<file path="src/rtl/cdc_clear_phase_responder.sv">
// Receiving end of the clear-sequence phase channel: executes ISOLATE / CLEAR /
// POST_CLEAR / IDLE phases locally and returns an acknowledgement with the phase.
package cdc_reset_ctrlr_pkg;
  typedef enum logic [1:0] {
    CLEAR_PHASE_IDLE       = 2'd0,
    CLEAR_PHASE_ISOLATE    = 2'd1,
    CLEAR_PHASE_CLEAR      = 2'd2,
    CLEAR_PHASE_POST_CLEAR = 2'd3
  } clear_seq_phase_e;
endpackage

module cdc_clear_phase_responder
  import cdc_reset_ctrlr_pkg::*;
#(
  parameter int unsigned ClearCycles = 2,
  parameter int unsigned CntWidth    = $clog2(ClearCycles + 1)
) (
  input  logic             clk_i,
  input  logic             rst_i,
  input  logic             phase_valid_i,
  output logic             phase_ready_o,
  input  clear_seq_phase_e phase_i,
  output logic             isolate_o,
  input  logic             isolate_ack_i,
  output logic             clear_o,
  output logic             ack_valid_o,
  input  logic             ack_ready_i,
  output clear_seq_phase_e ack_phase_o
);

  if (ClearCycles == 0) begin : g_bad_cfg
    $error("cdc_clear_phase_responder: ClearCycles must be >= 1");
  end

  typedef enum logic [2:0] {
    S_IDLE,
    S_WAIT_ISO,
    S_WAIT_DEISO,
    S_CLEAR,
    S_ACK
  } state_e;

  state_e           r_state, w_state_nxt;
  logic             r_isolate, w_isolate_nxt;
  logic             r_clear, w_clear_nxt;
  logic             r_ack_valid, w_ack_valid_nxt;
  clear_seq_phase_e r_ack_phase, w_ack_phase_nxt;
  logic [CntWidth-1:0] r_cnt, w_cnt_nxt;

  // Ready is gated by reset so nothing is accepted while reset is held.
  assign phase_ready_o = (r_state == S_IDLE) & ~rst_i;
  assign isolate_o     = r_isolate;
  assign clear_o       = r_clear;
  assign ack_valid_o   = r_ack_valid;
  assign ack_phase_o   = r_ack_phase;

  always_ff @(posedge clk_i) begin
    if (rst_i) begin
      r_state     <= S_IDLE;
      r_isolate   <= 1'b0;
      r_clear     <= 1'b0;
      r_ack_valid <= 1'b0;
      r_ack_phase <= CLEAR_PHASE_IDLE;
      r_cnt       <= '0;
    end else begin
      r_state     <= w_state_nxt;
      r_isolate   <= w_isolate_nxt;
      r_clear     <= w_clear_nxt;
      r_ack_valid <= w_ack_valid_nxt;
      r_ack_phase <= w_ack_phase_nxt;
      r_cnt       <= w_cnt_nxt;
    end
  end

  always_comb begin
    w_state_nxt     = r_state;
    w_isolate_nxt   = r_isolate;
    w_clear_nxt     = r_clear;
    w_ack_valid_nxt = r_ack_valid;
    w_ack_phase_nxt = r_ack_phase;
    w_cnt_nxt       = r_cnt;
    case (r_state)
      S_IDLE: begin
        if (phase_valid_i) begin
          w_ack_phase_nxt = phase_i;
          case (phase_i)
            CLEAR_PHASE_ISOLATE: begin
              w_isolate_nxt = 1'b1;
              w_state_nxt   = S_WAIT_ISO;
            end
            CLEAR_PHASE_CLEAR: begin
              w_clear_nxt = 1'b1;
              w_cnt_nxt   = CntWidth'(ClearCycles - 1);
              w_state_nxt = S_CLEAR;
            end
            CLEAR_PHASE_POST_CLEAR: begin
              w_isolate_nxt = 1'b0;
              w_state_nxt   = S_WAIT_DEISO;
            end
            default: begin
              w_ack_valid_nxt = 1'b1;
              w_state_nxt     = S_ACK;
            end
          endcase
        end
      end
      S_WAIT_ISO: begin
        if (isolate_ack_i) begin
          w_ack_valid_nxt = 1'b1;
          w_state_nxt     = S_ACK;
        end
      end
      S_WAIT_DEISO: begin
        if (!isolate_ack_i) begin
          w_ack_valid_nxt = 1'b1;
          w_state_nxt     = S_ACK;
        end
      end
      S_CLEAR: begin
        // Counter was loaded with ClearCycles-1, so clear_o spans ClearCycles cycles.
        if (r_cnt == '0) begin
          w_clear_nxt     = 1'b0;
          w_ack_valid_nxt = 1'b1;
          w_state_nxt     = S_ACK;
        end else begin
          w_cnt_nxt = r_cnt - CntWidth'(1);
        end
      end
      S_ACK: begin
        if (ack_ready_i) begin
          w_ack_valid_nxt = 1'b0;
          w_state_nxt     = S_IDLE;
        end
      end
      default: w_state_nxt = S_IDLE;
    endcase
  end

endmodule

</file>
<file path="config.mk">
export PLATFORM = sky130hd
export DESIGN_NAME = cdc_clear_phase_responder
export DESIGN_NICKNAME = d
export VERILOG_FILES = /design/src/rtl/cdc_clear_phase_responder.sv
export SDC_FILE = /design/constraint.sdc
export NUM_CORES = 1
export LEC_CHECK = 0
export BUFFER_PORTS_ARGS = -buffer_cell sky130_fd_sc_hd__buf_2
export CORE_ASPECT_RATIO = 0.8
export CORE_UTILIZATION = 31
export DETAILED_ROUTE_END_ITERATION = 12
export GPL_TIMING_DRIVEN = 1
export MAX_ROUTING_LAYER = met4
export SLEW_MARGIN = 20
export SYNTH_ARGS = -nofsm -noshare
export SYNTH_HDL_FRONTEND = slang
export SYNTH_SLANG_ARGS = --single-unit
</file>
<file path="constraint.sdc">
create_clock -name clk_i -period 1.5 [get_ports clk_i]
set_input_delay 0.075 -clock clk_i [delete_from_list [all_inputs] [get_ports clk_i]]
set_output_delay 0.075 -clock clk_i [all_outputs]
set_load 0.005 [all_outputs]
</file>
; ---- Yosys cells after proc, flatten, opt, wreduce, memory -nomap -nowiden
; Index checks and enable logic that the tools add are counted.
[op_classes]
n_div = 0
add_sub_neg = 1
eq_ne = 15
bitwise = 2
muxes = 23
n_shift = 0
magnitude_cmp = 0
n_reduce_logical = 12
mul = 0
[op_table]
columns = op, count
row1 = 2-to-1 mux 3 bit, 5
row2 = one-hot mux 3 bit (5 select lines), 1
row3 = != test 2 bit (second input constant), 7
row4 = 2-to-1 mux 1 bit, 9
row5 = one-hot mux 3 bit (3 select lines), 1
row6 = AND reduction 4 bit, 2
row7 = AND reduction 7 bit, 1
row8 = equality test 3 x 2 -> 1 bit (second input constant), 2
row9 = 2-to-1 mux 2 bit, 3
row10 = one-hot mux 1 bit (5 select lines), 1
row11 = AND reduction 5 bit, 1
row12 = nonzero test 5 bit, 1
row13 = equality test 2 bit (second input constant), 2
row14 = one-hot mux 1 bit (2 select lines), 2
row15 = one-hot mux 2 bit (2 select lines), 1
row16 = nonzero test 2 bit, 2
row17 = equality test 3 x 1 -> 1 bit (second input constant), 1
row18 = equality test 3 bit (second input constant), 1
row19 = logical NOT 3 bit, 1
row20 = AND reduction 3 bit, 1
row21 = OR reduction 3 bit, 1
row22 = equality test 2 x 1 -> 1 bit (second input constant), 1
row23 = logical NOT 2 bit, 1
row24 = != test 2 x 1 -> 1 bit (second input constant), 1
row25 = other kinds (4), 4
[totals]
word_cells = 59
mem_count = 0
regBits = 10
mem_bits_ro = 0
mem_bits_rw = 0
latchBits = 0
in_bits = 7

; ---- Depth between registers and ports, before layout
; Gate-level depths: netlist of the first run.
[logic_depth]
word_depth = 5
depth_mapped = 5

; ---- Worst setup path after synthesis of the first run
; Ideal clock, no wire load.
[synth_timing]
path_kind = register -> register
start = register r_state[2]
end = register r_clear, in the netlist clear_o
period_less_slack_ps = 1241
setup_ps = 91
required_time_ps = 1409
path_stages_with_launch = 5
n_path_buf = 1
path_slack_ps = 259
arrival_time_ps = 1150
cell_sequence = dfxtp_1 buf_6 nor4b_4 a21oi_1 a311oi_1
[synth_via]
elab_chain_cells = 3
elab_cells_between_ends = 8
[synth_rtl]
columns = element, line_no
row1 = start: declaration, 43  ; state_e r_state, w_state_nxt;
row2 = start signal: assignment, 66  ; r_state <= w_state_nxt;
row3 = equality test 3 x 2 -> 1 bit or logical NOT 3 bit (tied branches), 82  ; case (r_state)
row4 = "!= test 2 bit (no line), or another cell as far along", -
row5 = AND reduction 4 bit (no line), -
row6 = end signal: assignment, 68  ; r_clear <= w_clear_nxt;
row7 = end: declaration, 45  ; logic r_clear, w_clear_nxt;
; Parallel ways exist; a longest one is shown, timed or not.
; A chain may end at the register's enable or synchronous reset.

; ---- Worst setup path after layout of the first run
[layout_timing]
start = register r_state[2]
end = register r_isolate, in the netlist isolate_o
[layout_via]
elab_chain_cells = 2
[layout_rtl]
columns = element, line_no
row1 = logical NOT 3 bit, 82
row2 = AND reduction 3 bit (no line), -
row3 = end signal: assignment, 67  ; r_isolate <= w_isolate_nxt;
row4 = end: declaration, 44  ; logic r_isolate, w_isolate_nxt;
; Every way passes these cells.

==> results of run 1 <==
registers in the layout, indices dropped and copies added, names as in the netlist:
| name | cells |
|---|---|
| ack_phase_o | 2 |
| ack_valid_o | 1 |
| clear_o | 1 |
| isolate_o | 1 |
| r_cnt | 2 |
| r_state | 3 |
power breakdown:
part	leakage, nW	switching [mW]	internal [mW]
Clock	0.0138	0.0926	0.0926
Combinational	0.192	0.0673	0.0701
Sequential	0.0819	0.0246	0.289
Total	0.288	0.184	0.452
how the worst min path moves through the flow:
stage	from	slack [ps]	to	cells after the start
6_report	phase_i[0]	60	isolate_o$_SDFFE_PP0P_	2
5_1_grt	phase_i[0]	70	isolate_o$_SDFFE_PP0P_	2
3_3_place_gp	phase_i[0]	340	isolate_o$_SDFFE_PP0P_	2
3_5_place_dp	phase_i[0]	340	isolate_o$_SDFFE_PP0P_	2
4_1_cts	phase_i[0]	60	isolate_o$_SDFFE_PP0P_	2
2_1_floorplan	phase_i[0]	180	isolate_o$_SDFFE_PP0P_	1
metal layers:
metal / up-vias / GRT usage (%) / part of all wire (%)
met5: - / - / 0
met4: 0 / 4.29 / 0.90
met3: 2 / 5.56 / 4.0
met2: 7 / 22.0 / 47
met1: 225 / 15.4 / 48
li1: 251 / - / -
cell usage in the layout (no fill, tap or decap), drive strengths merged:
| cell type | netlist | final |
|---|---|---|
| ha | 4 | 4 |
| dfxtp | 10 | 10 |
| a21o | 1 | 1 |
| buf | 3 | 13 |
| nor2 | 6 | 6 |
| o32ai | 1 | 1 |
| nand2 | 2 | 2 |
| nand4bb | 1 | 1 |
| nor3 | 1 | 1 |
| o21a | 1 | 1 |
| nand3b | 1 | 1 |
| nand3 | 2 | 2 |
| nand2b | 1 | 1 |
| and4bb | 1 | 1 |
| inv | 5 | 5 |
| mux2i | 4 | 4 |
| or2 | 1 | 1 |
| o21ai | 2 | 2 |
| a311oi | 2 | 2 |
| a32oi | 1 | 1 |
| clkbuf | 1 | 3 |
| and2b | 1 | 1 |
| nor4b | 1 | 1 |
| a21oi | 6 | 6 |
| and2 | 1 | 1 |
| o31ai | 2 | 2 |
| nor2b | 2 | 2 |
final cells by class:
cell class	instances	area, um2
inverter	5	18.8
clock buffer	3	22.5
timing repair buffer	13	67.6
fill	188	1020
tap	22	27.5
sequential	10	200
multi-input combinational	45	334
critical path: stages (launching register included):
cell and delay (ps):
dfxtp_1 400, nor4b_4 520, a21oi_1 130, a311oi_1 240
cell families after synthesis:
group                      Yosys count  share of synthesized area (%)
DFF                                 10                           34.6
buffers and inverters                9                           7.58
muxes                                4                           6.93
and+or+nand+nor                     21                           24.0
adders and majority gates            4                           8.66
AOI/OAI and AO/OA                   16                           18.2
stage by stage:
step | cell area (um2) | setup WS (ps)
floorplan | 578 | 259
global placement | 648 | 89.6
detailed placement | 648 | 121
CTS | 671 | 112
global route | 671 | 6.12
finish | 671 | 120
==> results_dict.tcl, run 1 <==
set metrics [dict create \
    p_total_mw 0.636 \
    grt_usage_pct 13.5 \
    ys_ff_latch 10 \
    r2r_slack_ps 120 \
    clock_sinks 10 \
    critPathLaunch "r_state[2]$_SDFFE_PP0P_" \
    clk_latency_ps 260 \
    antennaDiodeCount 0 \
    synth_area_um2 578 \
    synth_edf_count 0 \
    root_buffer "clkbuf_4" \
    hold_buffers 0 \
    status "finished, final reports clean" \
    synth.distinct_cells 28 \
    rows 13 \
    io_pins 13 \
    cts_tree "yes" \
    synth.top_cells.by_count "dfxtp_1, a21oi_1, nor2_1" \
    drive_above_1_share_pct 25.0 \
    criticalPathCategory "flop to flop" \
    die_h_um 40.6 \
    p_leak_nw 0.288 \
    drc 0 \
    final_antenna_net_count 0 \
    cp.required_ps 1680 \
    overflow 0 \
    initial_core_util_pct 34.2 \
    syn_inst 64 \
    dp_cells 95 \
    vias 485 \
    min_period_over_period_pct 92.0 \
    synth-main-ff-cell "dfxtp_1" \
    synth_warnings 0 \
    die_width_um 50.3 \
    firstDrtPassIters 2 \
    antenna_found_initial 0 \
    post_synth.cell_area_avg_um2 9.03 \
    wl_um 1110 \
    skew_ps 3.97 \
    synth_top_area_cell "dfxtp_1" \
    hold_viol_final 0 \
    timing.final.crit_period_ps 1380 \
    hold_class "input port to flop" \
    postSynth.asyncResetShare_pct 0 \
    crit_path_end "isolate_o$_SDFFE_PP0P_" \
    seq_area_frac_synth_pct 34.6 \
    ir_drop_uv 381 \
    crit_arrival_ps 1560 \
    worst_slew_pin_slew_ps 466 \
    drt_iter0_markers 7 \
    grt_pass1_vias 437 \
    die_area_um2 2040 \
    clockBufferDepth 2 \
    synth_top_area_share_pct 34.6 \
    place.gp.congestion 0.721 \
    rsz0062_at_grt "false" \
    syn_nets 75 \
    grt_pass1_wl_um 1880 \
    dpl.hpwl_um 775 \
    cts-resized-gates 0 \
    crit-reg2reg-launch "r_state[2]$_SDFFE_PP0P_" \
    reg2regPathDepth 3 \
    fin_setup_tns_ps 0 \
    post-route-util_pct 39.6 \
    holdWs_ps 63.0 \
    critPathMaxFanout 8 \
    maxSlewHeadroom_pct 68.8 \
    syn2layout_area_growth_pct 16.0 \
    h-tree-depth 1 \
    r2r_end "isolate_o$_SDFFE_PP0P_" \
    final_cells 98 \
    synth.most_common_cell "dfxtp_1" \
    start_kind "flop" \
    cts_setup_buffers 0 \
    core_um2 1690 \
    wl_per_cell_um 11.3 \
    grt_max_degree 14 \
    p_per_area_nw_per_um2 949 \
    setup_viol 0 \
    path_clk_slew_ps 70 \
    io_buffer_count 12 \
    fmax_ghz 0.725 \
    viasPerCell 4.95 \
    finalMaxSlewViolations 0 \
    cts_made_buffers 3 \
    worstSetupEndpointType "flop" \
    final_nets 89 \
    ys_top_cells_by_area "dfxtp_1, ha_1, mux2i_1" \
    maxCapViolCount 0 \
]
No activity file was read; power rests on OpenSTA's default activity.
==> run 2: changes to the inputs <==
--- a/config.mk
+++ b/config.mk
@@ -5,13 +5,12 @@
 export SDC_FILE = /design/constraint.sdc
 export NUM_CORES = 1
 export LEC_CHECK = 0
-export BUFFER_PORTS_ARGS = -buffer_cell sky130_fd_sc_hd__buf_2
 export CORE_ASPECT_RATIO = 0.8
 export CORE_UTILIZATION = 31
 export DETAILED_ROUTE_END_ITERATION = 12
+export DONT_BUFFER_PORTS = 1
 export GPL_TIMING_DRIVEN = 1
 export MAX_ROUTING_LAYER = met4
-export SLEW_MARGIN = 20
 export SYNTH_ARGS = -nofsm -noshare
 export SYNTH_HDL_FRONTEND = slang
 export SYNTH_SLANG_ARGS = --single-unit
==> results_dict.tcl, run 2 (same netlist as run 1, synthesis figures left out) <==
set metrics [dict create \
    wl_per_cell_um 12.7 \
    crit_arrival_ps 1510 \
    regMostFlops "r_state" \
    critical-path-top-delay-family "flip-flops" \
    rsz0062_at_grt "false" \
    viasPerCell 5.08 \
    largest_reg_flops 3 \
    fin_ws_ps 178 \
    fmax_ghz 0.756 \
    timing.final.crit_period_ps 1320 \
    nFillCells 180 \
    ir_drop_uv 431 \
    clock_sinks 10 \
    status "finished, final reports clean" \
    core_um2 1690 \
    grt_usage_pct 12.6 \
    fin_area_um2 662 \
    multiInputGateArea_um2 334 \
    worstSetupEndpointType "flop" \
    final_nets 81 \
    grt_pass1_vias 410 \
    drive_above_1_share_pct 13.0 \
    place.gp.congestion 0.688 \
    antenna_found_initial 0 \
    final_cell_mix "dfxtp_1, a21oi_1, nor2_1, inv_1" \
    drt_iter0_markers 19 \
    p_leak_nw 0.259 \
    cts_made_buffers 3 \
    hold_viol_final 0 \
    maxSlewHeadroom_pct 71.1 \
    io_pins 13 \
    post-route-util_pct 39.1 \
    start_kind "flop" \
    vias 462 \
    finalMaxSlewViolations 0 \
    criticalPathCategory "flop to flop" \
    drc 0 \
    wl_um 1150 \
    h-tree-depth 1 \
    dpl.hpwl_um 801 \
    path_clk_slew_ps 70 \
    io_buffer_count 0 \
    critPathMaxFanout 5 \
    die_h_um 40.6 \
    fin_setup_tns_ps 0 \
    die_area_um2 2040 \
    p_total_mw 0.681 \
    firstDrtPassIters 4 \
    root_buffer "clkbuf_4" \
    maxCapViolCount 0 \
    cp.required_ps 1690 \
    grt_max_degree 14 \
    placed_area_um2 588 \
    p_per_area_nw_per_um2 1030 \
    clk_latency_ps 260 \
    die_width_um 50.3 \
    place_ws_ps 105 \
    max_stage_delay_ps 350 \
    skew_ps 7.55 \
    final_common_cell "dfxtp_1" \
    worstPathCellList "inv_1 > ha_1 > nand3b_1 > a21oi_1 > mux2i_1" \
    initial_core_util_pct 34.2 \
    clockBufferDepth 2 \
    cts_tree "yes" \
    rows 13 \
    overflow 0 \
    syn2layout_area_growth_pct 14.5 \
    cp_slowest_cell "dfxtp_1" \
    final_antenna_net_count 0 \
    hold_class "input port to flop" \
    antennaDiodeCount 0 \
    min_period_over_period_pct 88.1 \
    setup_viol 0 \
    path_buf_inv 1 \
    register_area_um2 200 \
    worst_slew_pin_slew_ps 433 \
    grt_pass1_wl_um 1790 \
]
run 2: cell count changes in the layout (fill, tap and decap cells not counted):
| cell | delta |
|---|---|
| buf_2 | -12 |
| dlygate4sd3_1 | +3 |
| buf_4 | +1 |
| clkbuf_8 | +1 |
run 2: final cells by class:
type / instances / area share (%)
sequential: 10 / 30.2
clock buffer: 4 / 5.48
multi-input combinational: 45 / 50.5
tap: 22 / 4.16
timing repair buffer: 5 / 6.81
inverter: 5 / 2.84
run 2: timing repair:
| action | 4_1_cts | 5_1_grt |
|---|---|---|
| buffers inserted | 0 | 1 |
| endpoints found under the hold margin | 9 | 0 |
| resized for setup | 0 | 0 |
| hold buffers | 3 | 0 |
| endpoints found under the setup margin | 0 | 2 |
run 2: per-stage QoR:
step,instances,hold WS [ps]
final,91,20.5
after global routing,91,39.7
after CTS,90,20.6
after detailed placement,83,149
after global placement,83,150
after floorplan,64,185
run 2: final timing paths:
kind | startpoint | endpoint | slack, ps | cells after the start
worst min register to register | r_cnt[1]$_SDFFE_PP0P_ | r_cnt[1]$_SDFFE_PP0P_ | 470 | 2
worst max-delay path | r_cnt[0]$_SDFFE_PP0P_ | r_cnt[1]$_SDFFE_PP0P_ | 180 | 5
worst min-delay path | phase_i[0] | isolate_o$_SDFFE_PP0P_ | 20 | 2
worst max register to register | r_cnt[0]$_SDFFE_PP0P_ | r_cnt[1]$_SDFFE_PP0P_ | 180 | 5
run 2: layer usage:
metal | GRT usage (%) | share of wire [%] | routed length [um] | up-vias
met1 | 16.4 | 51 | 592 | 215
met2 | 18.0 | 44 | 513 | 3
met4 | 6.43 | 0.52 | 6 | 0
li1 | - | - | - | 242
met3 | 3.33 | 3.4 | 39 | 2
met5 | - | 0 | 0 | -
run 2: power by group:
part	leakage (nW)	internal, mW	switching (mW)
Clock	0.0210	0.147	0.0964
Sequential	0.0819	0.289	0.0281
Combinational	0.156	0.0636	0.0570
